<file path="src/rtl/rotation_tracker.sv">
// rotation_tracker: receiver-side tracker for a rotating 8-bit one-hot pattern.
// It recovers the position and step direction of the set bit, locks onto a
// consistent rotation, and flags sequence breaks that occur while locked.
//
// Ports:
//   clk, rst_n     rising-edge clock, synchronous active-low reset
//   valid_in       pattern_in is sampled this cycle
//   pattern_in     observed 8-bit pattern
//   position       bit index of the last accepted one-hot sample
//   direction      last step direction (1 = towards MSB, 0 = towards LSB)
//   locked         high while tracking a locked rotation
//   err            one-cycle pulse on a sequence break while locked
//   dir_flip       one-cycle pulse on a direction reversal while locked
//   step_count     accepted steps while locked, saturating at 255
//   err_count      number of err pulses, saturating at 255
module rotation_tracker #(
  parameter int unsigned LOCK_CNT = 2
) (
  input  logic       clk,
  input  logic       rst_n,
  input  logic       valid_in,
  input  logic [7:0] pattern_in,
  output logic [2:0] position,
  output logic       direction,
  output logic       locked,
  output logic       err,
  output logic       dir_flip,
  output logic [7:0] step_count,
  output logic [7:0] err_count
);

  localparam int unsigned RUN_W = 3;

  typedef enum logic [1:0] {
    IDLE   = 2'd0,
    ACQ    = 2'd1,
    LOCKED = 2'd2
  } state_t;

  state_t           state_q, state_d;
  logic [7:0]       ref_q, ref_d;
  logic [RUN_W-1:0] run_q, run_d;
  logic [2:0]       position_q, position_d;
  logic             direction_q, direction_d;
  logic             locked_q, locked_d;
  logic             err_q, err_d;
  logic             dir_flip_q, dir_flip_d;
  logic [7:0]       step_count_q, step_count_d;
  logic [7:0]       err_count_q, err_count_d;

  // Sample classification against the stored reference.
  logic       is_onehot;
  logic       is_hold;
  logic       is_left;
  logic       is_right;
  logic [2:0] cur_idx;

  always_comb begin
    is_onehot = (pattern_in != 8'h00) && ((pattern_in & (pattern_in - 8'd1)) == 8'h00);
    is_hold   = (pattern_in == ref_q);
    is_left   = (pattern_in == {ref_q[6:0], ref_q[7]});
    is_right  = (pattern_in == {ref_q[0], ref_q[7:1]});
    cur_idx   = 3'd0;
    for (int i = 0; i < 8; i++) begin
      if (pattern_in[i]) cur_idx = 3'(i);
    end
  end

  // Next-state and output computation.
  always_comb begin
    state_d      = state_q;
    ref_d        = ref_q;
    run_d        = run_q;
    position_d   = position_q;
    direction_d  = direction_q;
    err_d        = 1'b0;
    dir_flip_d   = 1'b0;
    step_count_d = step_count_q;
    err_count_d  = err_count_q;

    if (valid_in) begin
      unique case (state_q)
        IDLE: begin
          if (is_onehot) begin
            state_d    = ACQ;
            run_d      = '0;
            ref_d      = pattern_in;
            position_d = cur_idx;
          end
        end
        ACQ: begin
          if (!is_onehot) begin
            state_d = IDLE;
            run_d   = '0;
          end else if (is_hold) begin
            state_d = ACQ;
          end else if (is_left || is_right) begin
            // A first step after acquisition always counts toward the run.
            if (run_q == '0 || is_left == direction_q) run_d = RUN_W'(run_q + RUN_W'(1));
            else                                         run_d = RUN_W'(1);
            direction_d = is_left;
            ref_d       = pattern_in;
            position_d  = cur_idx;
            if (run_d == RUN_W'(LOCK_CNT)) state_d = LOCKED;
          end else begin
            run_d      = '0;
            ref_d      = pattern_in;
            position_d = cur_idx;
          end
        end
        LOCKED: begin
          if (!is_onehot) begin
            err_d       = 1'b1;
            err_count_d = (err_count_q == 8'hFF) ? err_count_q : 8'(err_count_q + 8'd1);
            state_d     = IDLE;
            run_d       = '0;
          end else if (is_hold) begin
            state_d = LOCKED;
          end else if (is_left || is_right) begin
            step_count_d = (step_count_q == 8'hFF) ? step_count_q : 8'(step_count_q + 8'd1);
            dir_flip_d   = (is_left != direction_q);
            direction_d  = is_left;
            ref_d        = pattern_in;
            position_d   = cur_idx;
          end else begin
            err_d       = 1'b1;
            err_count_d = (err_count_q == 8'hFF) ? err_count_q : 8'(err_count_q + 8'd1);
            state_d     = ACQ;
            run_d       = '0;
            ref_d       = pattern_in;
            position_d  = cur_idx;
          end
        end
        default: begin
          state_d = IDLE;
          run_d   = '0;
        end
      endcase
    end

    // locked reflects the state being entered so it moves with err.
    locked_d = (state_d == LOCKED);
  end

  // State and output registers.
  always_ff @(posedge clk) begin
    if (!rst_n) begin
      state_q      <= IDLE;
      ref_q        <= 8'h80;
      run_q        <= '0;
      position_q   <= 3'd7;
      direction_q  <= 1'b1;
      locked_q     <= 1'b0;
      err_q        <= 1'b0;
      dir_flip_q   <= 1'b0;
      step_count_q <= 8'd0;
      err_count_q  <= 8'd0;
    end else begin
      state_q      <= state_d;
      ref_q        <= ref_d;
      run_q        <= run_d;
      position_q   <= position_d;
      direction_q  <= direction_d;
      locked_q     <= locked_d;
      err_q        <= err_d;
      dir_flip_q   <= dir_flip_d;
      step_count_q <= step_count_d;
      err_count_q  <= err_count_d;
    end
  end

  assign position   = position_q;
  assign direction  = direction_q;
  assign locked     = locked_q;
  assign err        = err_q;
  assign dir_flip   = dir_flip_q;
  assign step_count = step_count_q;
  assign err_count  = err_count_q;

endmodule

</file>
<file path="config.mk">
export PLATFORM = sky130hd
export DESIGN_NAME = rotation_tracker
export DESIGN_NICKNAME = d
export VERILOG_FILES = /design/src/rtl/rotation_tracker.sv
export SDC_FILE = /design/constraint.sdc
export NUM_CORES = 1
export LEC_CHECK = 0
export ABC_AREA = 1
export ABC_CLOCK_PERIOD_IN_PS = 2800
export BUFFER_PORTS_ARGS = -buffer_cell sky130_fd_sc_hd__buf_2
export CAP_MARGIN = 20
export CORE_ASPECT_RATIO = 1.5
export CORE_UTILIZATION = 35
export DETAILED_ROUTE_END_ITERATION = 8
export GPL_ROUTABILITY_DRIVEN = 0
export PLACE_DENSITY = 0.53
export SYNTH_ARGS = -nofsm -noshare
export SYNTH_HDL_FRONTEND = slang
export SYNTH_SLANG_ARGS = --single-unit
export TNS_END_PERCENT = 100
</file>
<file path="constraint.sdc">
create_clock -name clk -period 2.8 [get_ports clk]
set_input_delay 0.84 -clock clk [delete_from_list [all_inputs] [get_ports clk]]
set_output_delay 0.84 -clock clk [all_outputs]
set_load 0.05 [all_outputs]
</file>
==> results.md, run 1 <==
* Status: finished clean
* Startpoint Class: input port
* Cell variety after synth at 38
* Largest net degree at the start of global routing at 17
* Largest family of logic cells by synthesized area: simple AND/OR/NAND/NOR gates
* Most used routing layer: met2
* Initial antenna violation count at 0
* CTS tree: built
* Period utilization at 0.788
* Relative slew slack at 0.642
* Ratio of cells with drive above 1 in the final layout at 0.198
* Reg2Reg Depth at 8
* Most used DFF post-synth: dfxtp_1
* Levels on crit path at 12
* Fin cells at 454
* Clock Tree Buf Depth at 2
* Post-synthesis mux area share at 0
* PostCTS Resize Cnt at 0
* Overall power at 1.06 mW
* Setup-failing EPs final at 0
* Adder-cell share of the synthesized area at 0.0426
* Post-Synth Simple-Gate Area at 0.334
* Detailed Route Iter0 Violations at 110
* DRT Pass-1 Iters at 4
* TritonCTS Sinks at 36
* Met1 usage at 0.179
* Final ANT Viol Nets at 0
* # IOs at 34
* Total track usage at 0.181
* Register area at 721 sq um
* Avg Vias per Cell at 4.86
* FF+latch count, synth at 36
* WP buf/inv at 3
* Area grow syn2layout at 13.6%
* Static leakage at 1.16 nW
* Worst-Margin Slew at 533 ps
* Antenna cells at 0
* Register area share after synthesis at 0.307
* Total number of vias at 2208
* Top delay family on crit path: simple AND/OR/NAND/NOR gates
* Die Ht at 102 microns
* Worst vdd ir at 0.179 mV
* Die Width at 68.9 microns
* Max FO, Critical Path at 12
* Syn nets at 361
* Overflow left after global routing at 0
* Detail Placement HPWL at 4640 microns
* Std cell rows at 36
* Post-CTS Setup Repair Bufs at 0
* Post-synthesis compound-gate area fraction at 0.132
* Yosys warnings at 0
* Async set or reset register ratio after synthesis at 0
* Mapped Cells at 342
* Syn_area_per_cell at 6.87 sq um
* Depth of the worst hold-timing path at 2
* Pre-CTS setup slack at 267 ps
* Setup ws final at 594 ps
* CTS clock-pin slew for the worst setup and hold paths at 70 ps
* Final Hold Fails at 0
* Number of synthesized flops with an enable pin at 0
* Post-route DRC at 0
* Synth Area in XOR/XNOR at 0.0709
* CP peak stage delay at 200 ps
* Core Region at 0.00649 sq mm
* Setup CP Type: input port to register
* Hold Buf Count CTS at 0
* # fillers at 725
* Initial Util at 0.362
* Placed Instances at 446
* Buffers on Ports at 33
* Crit path capture type: register
* P per Cell Area at 397 mW/mm^2
* Min Tclk post-route at 2210 ps
* Met3 usage at 0.0301
* Crit path DAT at 2390 ps
* CP max stage cell: nor2_4
* Placed inst area at 0.00256 sq mm
* Final setup skew at 7.71 ps
* Met2 Resource Use GR at 0.345
* CTS H-tree lvls at 2
* Vias in the first global route at 2104
* Reported max-cap violation count at 0
* CTS Buf Count at 5
* Full die area at 0.00705 sq mm
* Critical Path, Cell by Cell: buf_2, nor2_8, nand2_2, o21ai_1, nand2_1, nor2_4, nand2_1, clkinv_1, nand2_2, buf_4, o21ai_0, a21oi_1
* Layout Nets at 396
* Final slew viol count at 0
* Cell Area, Synth at 0.00235 sq mm
* Setup TNS at 0 ps
* RSZ-0062 raised after global routing: false
* CP Data Required Time at 2980 ps
* Area of the multi-input gates at 0.00136 sq mm
* Final Cell Area at 0.00267 sq mm
* Worst skew pair latency at 290 ps
* CTS root buf: clkbuf_8
* First-pass GRT wire length at 9320 microns
* Min-delay worst type: register to register
* Fmax at 0.453 GHz
* WL/cell at 12.6 microns
* Final WL at 5730 microns
path summary, 6_finish.rpt:
path	to	slack (ps)	startpoint
setup / recovery	ref_q[1]	590	pattern_in[2]
hold / removal	err_count[7]	500	err_count[7]
setup reg to reg	step_count[5]	890	step_count[0]
hold reg to reg	err_count[7]	500	err_count[7]
worst register-to-register path, cell delays in order, from the launching register on:
cell and delay, ps:
dfxtp_1 430, ha_1 250, nand4_1 160, nor3_1 450, nor3_1 100, nand2_1 160, clkinv_1 120, nand2_1 80
a21oi_1 50
area by class of cell:
cell class                      count  area share
Clock buffer                        6      0.0272
Clock inverter                      2      0.0131
Inverter                           51      0.0717
Multi-Input combinational cell    246       0.509
Sequential cell                    36       0.270
Tap cell                           76      0.0356
Timing Repair Buffer               37      0.0731
stage by stage:
| step | utilization | hold slack, ps |
|---|---|---|
| after floorplan | - | 468 |
| after global placement | 0.395 | 475 |
| after detailed placement | 0.395 | 484 |
| after CTS | 0.411 | 495 |
| after global routing | 0.411 | 521 |
| final | 0.411 | 496 |
registers in the layout, indices dropped and copies added (netlist names):
signal	count
direction	1
dir_flip	1
step_count	8
locked	1
run_q	3
position	3
ref_q	8
state_q	2
err_count	8
err	1
cells in the final DEF, fill, tap and decap left out, types with 3 or more instances in the layout:
cell      netlist  final
inv_1          40     40
nand4_1         7      7
nor2_1         26     26
xnor2_1        11     11
a21oi_1        27     27
buf_4           1      4
o21ai_1         7      7
clkbuf_8        0      5
nor3_1         10     10
nand3_1         9      9
clkinv_1        3      3
nor2_2          5      5
ha_1            8      8
buf_2           2     33
o21ai_0        16     16
xor2_1          8      8
dfxtp_1        36     36
inv_2           8      8
nand2_2         7      7
nand2_1        82     82
nor2_4          3      3
Yosys cell counts (2+ instances only):
cell      number  area, sq um
a211oi_1       2         15.0
a21oi_1       27          135
a31oi_1        2         12.5
buf_2          2         10.0
buf_6          5         56.3
clkinv_1       3         11.3
dfxtp_1       36          721
ha_1           8          100
inv_1         40          150
inv_2          8         30.0
nand2_1       82          308
nand2_2        7         43.8
nand3_1        9         45.0
nand4_1        7         43.8
nor2_1        26         97.6
nor2_2         5         31.3
nor2_4         3         33.8
nor3_1        10         50.1
nor3_2         2         20.0
nor3b_1        2         15.0
o21ai_0       16         80.1
o21ai_1        7         35.0
xnor2_1       11         96.3
xor2_1         8         70.1
report_power, final:
part | internal, mW | switching (mW) | total [mW]
combinational | 0.0317 | 0.0602 | 0.0918
clock | 0.264 | 0.188 | 0.452
sequential | 0.513 | 0.00222 | 0.516
total | 0.809 | 0.250 | 1.06
cell families (layout without fill, tap and decap cells):
kind of cell    Yosys count  after routing
compound gates           58             58
xor+xnor                 19             19
fa+ha+maj                 8              8
buf+inv                  60             96
flops                    36             36
simple gates            161            161
layer usage:
layer | up-vias | part of all wire
li1 | 1159 | -
met1 | 997 | 0.39
met2 | 38 | 0.56
met3 | 14 | 0.025
met4 | 0 | 0.027
met5 | - | 0
(Power assumes the default switching activity.)
==> inputs of run 2 (changes only) <==
--- a/config.mk
+++ b/config.mk
@@ -6,14 +6,14 @@
 export NUM_CORES = 1
 export LEC_CHECK = 0
 export ABC_AREA = 1
-export ABC_CLOCK_PERIOD_IN_PS = 2800
+export ABC_CLOCK_PERIOD_IN_PS = 1900
 export BUFFER_PORTS_ARGS = -buffer_cell sky130_fd_sc_hd__buf_2
 export CAP_MARGIN = 20
 export CORE_ASPECT_RATIO = 1.5
 export CORE_UTILIZATION = 35
 export DETAILED_ROUTE_END_ITERATION = 8
 export GPL_ROUTABILITY_DRIVEN = 0
-export PLACE_DENSITY = 0.53
+export PLACE_DENSITY = 0.55
 export SYNTH_ARGS = -nofsm -noshare
 export SYNTH_HDL_FRONTEND = slang
 export SYNTH_SLANG_ARGS = --single-unit
==> constraint.sdc (replaced) <==
create_clock -name clk -period 1.9 [get_ports clk]
set_input_delay 0.57 -clock clk [delete_from_list [all_inputs] [get_ports clk]]
set_output_delay 0.57 -clock clk [all_outputs]
set_load 0.05 [all_outputs]
==> results.md, run 2 (synthesized netlist as in run 1, its figures left out) <==
* Status: finished clean
* Max FO, Critical Path at 6
* Crit path DAT at 2050 ps
* Placed Instances at 488
* CP peak stage delay at 180 ps
* CP Data Required Time at 2090 ps
* Overflow left after global routing at 0
* Final setup skew at 4.34 ps
* Layout Nets at 451
* Total number of vias at 2427
* Worst-Margin Slew at 323 ps
* Std cell rows at 36
* Final ANT Viol Nets at 0
* Area grow syn2layout at 42.6%
* CTS tree: built
* Commonest non-fill, non-tap cell in the layout: nand2_1
* CTS Buf Count at 5
* Min-delay worst type: register to register
* Die Width at 68.9 microns
* Final WL at 6250 microns
* Core Region at 0.00649 sq mm
* Full die area at 0.00705 sq mm
* CTS root buf: clkbuf_8
* Worst vdd ir at 0.332 mV
* Met3 usage at 0.0313
* Reported max-cap violation count at 0
* Most used routing layer: met2
* Fmax at 0.538 GHz
* Min Tclk post-route at 1860 ps
* Detailed Route Iter0 Violations at 52
* Initial Util at 0.362
* Avg Vias per Cell at 4.77
* Setup CP Type: input port to register
* Met2 Resource Use GR at 0.352
* DRT Pass-1 Iters at 4
* P per Cell Area at 468 mW/mm^2
* WL/cell at 12.3 microns
* Critical Path Start: pattern_in[2]
* Met1 usage at 0.187
* Post-route DRC at 0
* Clock Tree Buf Depth at 2
* Setup-failing EPs final at 0
* Setup TNS at 0 ps
* Overall power at 1.57 mW
* Buffers on Ports at 33
* Ratio of cells with drive above 1 in the final layout at 0.397
* First-pass GRT wire length at 9740 microns
* Antenna cells at 0
* CP max stage cell: nor3_4
* Min-delay src: position[1]
* Startpoint Class: input port
* Detail Placement HPWL at 4680 microns
* Relative slew slack at 0.782
* Top delay family on crit path: simple AND/OR/NAND/NOR gates
* Final slew viol count at 0
* RSZ-0062 raised after global routing: true
* Static leakage at 1.52 nW
* WP buf/inv at 3
* Worst skew pair latency at 290 ps
* # fillers at 656
* CTS clock-pin slew for the worst setup and hold paths at 80 ps
* Crit path capture type: register
* Die Ht at 102 microns
* # IOs at 34
* Period utilization at 0.979
* Critical Path, Cell by Cell: buf_6, buf_6, xnor2_2, nand3_1, nor2_1, nand2_2, nand2_4, nand2_4, nor3_4, inv_2, nor2_4, nand2_1, nor3b_2
* Final Hold Fails at 0
* CTS H-tree lvls at 2
* Largest net degree at the start of global routing at 18
* Vias in the first global route at 2265
* Commonest cells after routing, fill and taps aside: 70 x nand2_1, 51 x buf_4, 39 x inv_1
* Initial antenna violation count at 0
* Total track usage at 0.185
* Worst r2r src: ref_q[4]
* TritonCTS Sinks at 36
* R2r setup slk at 80 ps
* Fin cells at 509
* Hold Buf Count CTS at 0
run 2: repair_timing:
action,in CTS,in global routing
gates resized for setup,14,61
gates cloned,0,1
setup buffers,4,9
setup endpoints to repair,12,24
pin swaps,12,46
run 2: final cells by class:
type                       instances  area [sq um]  share of cell area
multi-input combinational        247          1550               0.462
sequential                        36           731               0.218
timing repair buffer              91           689               0.206
inverter                          51           191              0.0572
tap                               76          95.1              0.0284
clock buffer                       7          86.3              0.0258
clock inverter                     1          7.51             0.00224
run 2: worst register-to-register path, stage by stage (launching register included):
cell	delay (ps)
dfxtp_1	410
inv_1	100
nand2_1	80
nand3_1	110
nor2_1	130
nand2_2	100
nand2_4	90
nand2_4	100
nor3_4	190
inv_2	110
nor2_4	110
nand2_1	40
nor3b_2	140
run 2: path summary, 6_finish.rpt:
| kind | end | depth (start not counted) |
|---|---|---|
| max | step_count[4] | 13 |
| min | position[1] | 2 |
| max reg2reg | step_count[4] | 12 |
| min reg2reg | position[1] | 2 |
run 2: metrics by stage:
stage | util | hold slack, ps | area [sq um] | setup slack (ps)
3_5_place_dp | 0.445 | 452 | 2890 | -364
2_1_floorplan | - | 468 | 2380 | -56.1
4_1_cts | 0.474 | 471 | 3080 | -21.3
5_1_grt | 0.516 | 499 | 3350 | -73.0
3_3_place_gp | 0.445 | 444 | 2890 | -348
6_report | 0.516 | 466 | 3350 | 40.0
run 2: where the power goes:
| group | switching (mW) | internal (mW) |
|---|---|---|
| sequential | 0.00351 | 0.756 |
| combinational | 0.108 | 0.106 |
| clock | 0.297 | 0.295 |
run 2: per-layer routing:
layer  share of wire  vias to the layer above
li1                -                     1279
met1            0.38                     1084
met2            0.54                       47
met3           0.028                       17
met4           0.042                        0
met5               0                        -
==> inputs of run 3 (changes only) <==
--- a/config.mk
+++ b/config.mk
@@ -6,14 +6,14 @@
 export NUM_CORES = 1
 export LEC_CHECK = 0
 export ABC_AREA = 1
-export ABC_CLOCK_PERIOD_IN_PS = 1900
+export ABC_CLOCK_PERIOD_IN_PS = 1690
 export BUFFER_PORTS_ARGS = -buffer_cell sky130_fd_sc_hd__buf_2
 export CAP_MARGIN = 20
 export CORE_ASPECT_RATIO = 1.5
-export CORE_UTILIZATION = 35
+export CORE_UTILIZATION = 30
 export DETAILED_ROUTE_END_ITERATION = 8
 export GPL_ROUTABILITY_DRIVEN = 0
-export PLACE_DENSITY = 0.55
+export PLACE_DENSITY = 0.49
 export SYNTH_ARGS = -nofsm -noshare
 export SYNTH_HDL_FRONTEND = slang
 export SYNTH_SLANG_ARGS = --single-unit
==> constraint.sdc (replaced) <==
create_clock -name clk -period 1.69 [get_ports clk]
set_input_delay 0.507 -clock clk [delete_from_list [all_inputs] [get_ports clk]]
set_output_delay 0.507 -clock clk [all_outputs]
set_load 0.05 [all_outputs]
==> results.md, run 3 (synthesized netlist as in run 1, its figures left out) <==
* Core Region at 0.00761 sq mm
* Overflow left after global routing at 0
* Detailed Route Iter0 Violations at 53
* R2r setup slk at -50 ps
* Setup TNS at -832 ps
* CP max stage cell: nor2_4
* Static leakage at 1.68 nW
* CP peak stage delay at 160 ps
* Vias in the first global route at 2348
* DRT Pass-1 Iters at 4
* Die Ht at 110 microns
* Antenna cells at 0
* RSZ-0062 raised after global routing: true
* Total number of vias at 2520
* Fmax at 0.568 GHz
* CTS Buf Count at 5
* Clock Tree Buf Depth at 2
* Failing checks: negative setup slack
* Placed Instances at 528
* Levels on crit path at 13
* Worst-Margin Slew at 358 ps
* Final Hold Fails at 0
* Initial Util at 0.309
* Setup CP Type: input port to register
* Reported max-cap violation count at 0
* Worst vdd ir at 0.402 mV
* CTS clock-pin slew for the worst setup and hold paths at 60 ps
* Commonest cells after routing, fill and taps aside: 70 x nand2_1, 65 x buf_4, 31 x inv_1
* Final core occ at 0.498
* Full die area at 0.00819 sq mm
* TritonCTS Sinks at 36
* Fin cells at 551
* Min Tclk post-route at 1760 ps
* Worst r2r src: ref_q[2]
* Final ANT Viol Nets at 0
* CTS tree: built
* Min-delay src: position[2]
* Total track usage at 0.175
* Critical Path, Cell by Cell: buf_12, nor2_4, o21ai_1, o21ai_2, nand2_2, nor2_4, buf_6, nand2_8, buf_4, o21ai_4, nor2_4, nor2_1, a211oi_2
* First-pass GRT wire length at 10600 microns
* Setup-failing EPs final at 22
* Final setup skew at 4.71 ps
* Ratio of cells with drive above 1 in the final layout at 0.508
* Period utilization at 1.04
* P per Cell Area at 543 mW/mm^2
* Min-delay worst type: register to register
* WL/cell at 12.4 microns
* Crit path DAT at 1930 ps
* Die Width at 74.2 microns
* Depth of the worst hold-timing path at 2
* Setup ws final at -70.4 ps
* Hold Buf Count CTS at 0
* Detail Placement HPWL at 5100 microns
* Final WL at 6830 microns
* WP buf/inv at 3
* CTS root buf: clkbuf_16
* Worst skew pair latency at 290 ps
* Max FO, Critical Path at 7
* # IOs at 34
* Largest net degree at the start of global routing at 18
* Pre-CTS setup slack at -489 ps
* Top delay family on crit path: simple AND/OR/NAND/NOR gates
* Std cell rows at 39
* Overall power at 2.06 mW
* RR Endpoint: ref_q[0]
* Post-route DRC at 0
* Status: complete, but fails checks
* CTS H-tree lvls at 2
* Crit path capture type: register
* Relative slew slack at 0.762
* Commonest non-fill, non-tap cell in the layout: nand2_1
* CP Data Required Time at 1860 ps
* Final slew viol count at 0
* # fillers at 768
* Layout Nets at 467
* Initial antenna violation count at 0
* Reg2Reg Depth at 11
* Buffers on Ports at 33
* Startpoint Class: input port
* CP most frequent cell: nor2_4
* Avg Vias per Cell at 4.57
* Area grow syn2layout at 61.4%
* Hold path endpoint: position[2]
## run 3: changes by cell type in the layout (fill, tap and decap cells not counted), moves of 6 or more
cell / before / now
a21oi_1: 24 / 14
a21oi_2: 3 / 13
buf_4: 51 / 65
clkbuf_8: 6 / 0
inv_1: 39 / 31
o21ai_0: 16 / 7
o21ai_2: 0 / 6
## run 3: per-stage QoR
stage	cell area (sq um)	hold slack [ps]
2_1_floorplan	2450	468
3_3_place_gp	3110	471
3_5_place_dp	3110	476
4_1_cts	3510	491
5_1_grt	3790	510
6_report	3790	480
## run 3: routing by layer
| layer | wire length [microns] | GRT usage |
|---|---|---|
| met1 | 2610 | 0.177 |
| met2 | 3930 | 0.349 |
| met3 | 139 | 0.0282 |
| met4 | 148 | 0.0647 |
| met5 | 0 | 0 |
## run 3: repair_timing
item | CTS | global route
cloned | 0 | 0
endpoints found under the setup margin | 34 | 35
buffers inserted | 6 | 9
gates resized for setup | 60 | 56
pin swaps | 22 | 28
## run 3: power breakdown
part / total [mW] / switching [mW] / internal [mW] / leakage (nW)
sequential: 0.854 / 0.00414 / 0.850 / 0.296
combinational: 0.261 / 0.137 / 0.124 / 1.31
clock: 0.944 / 0.399 / 0.544 / 0.0736
## run 3: cell type report
cell class	instances	area [sq um]	area share
Multi-Input combinational cell	246	1730	0.455
Clock inverter	3	18.8	0.00495
Tap cell	102	128	0.0337
Inverter	51	209	0.0551
Clock buffer	5	125	0.0330
Timing Repair Buffer	108	846	0.223
Sequential cell	36	738	0.195
## run 3: worst min-delay path, stage by stage, from the launching register on
cell,delay [ps]
dfxtp_1,330
a21oi_1,60
o21ai_1,60
## run 3: how the worst max path moves through the flow
stage          slack (ps)            end          start
6_report              -70       run_q[1]  pattern_in[5]
5_1_grt              -210         locked  pattern_in[5]
4_1_cts               -90  step_count[4]  pattern_in[5]
3_5_place_dp         -490   err_count[5]  pattern_in[4]
3_3_place_gp         -480   err_count[5]  pattern_in[4]
2_1_floorplan        -210  step_count[4]  pattern_in[2]
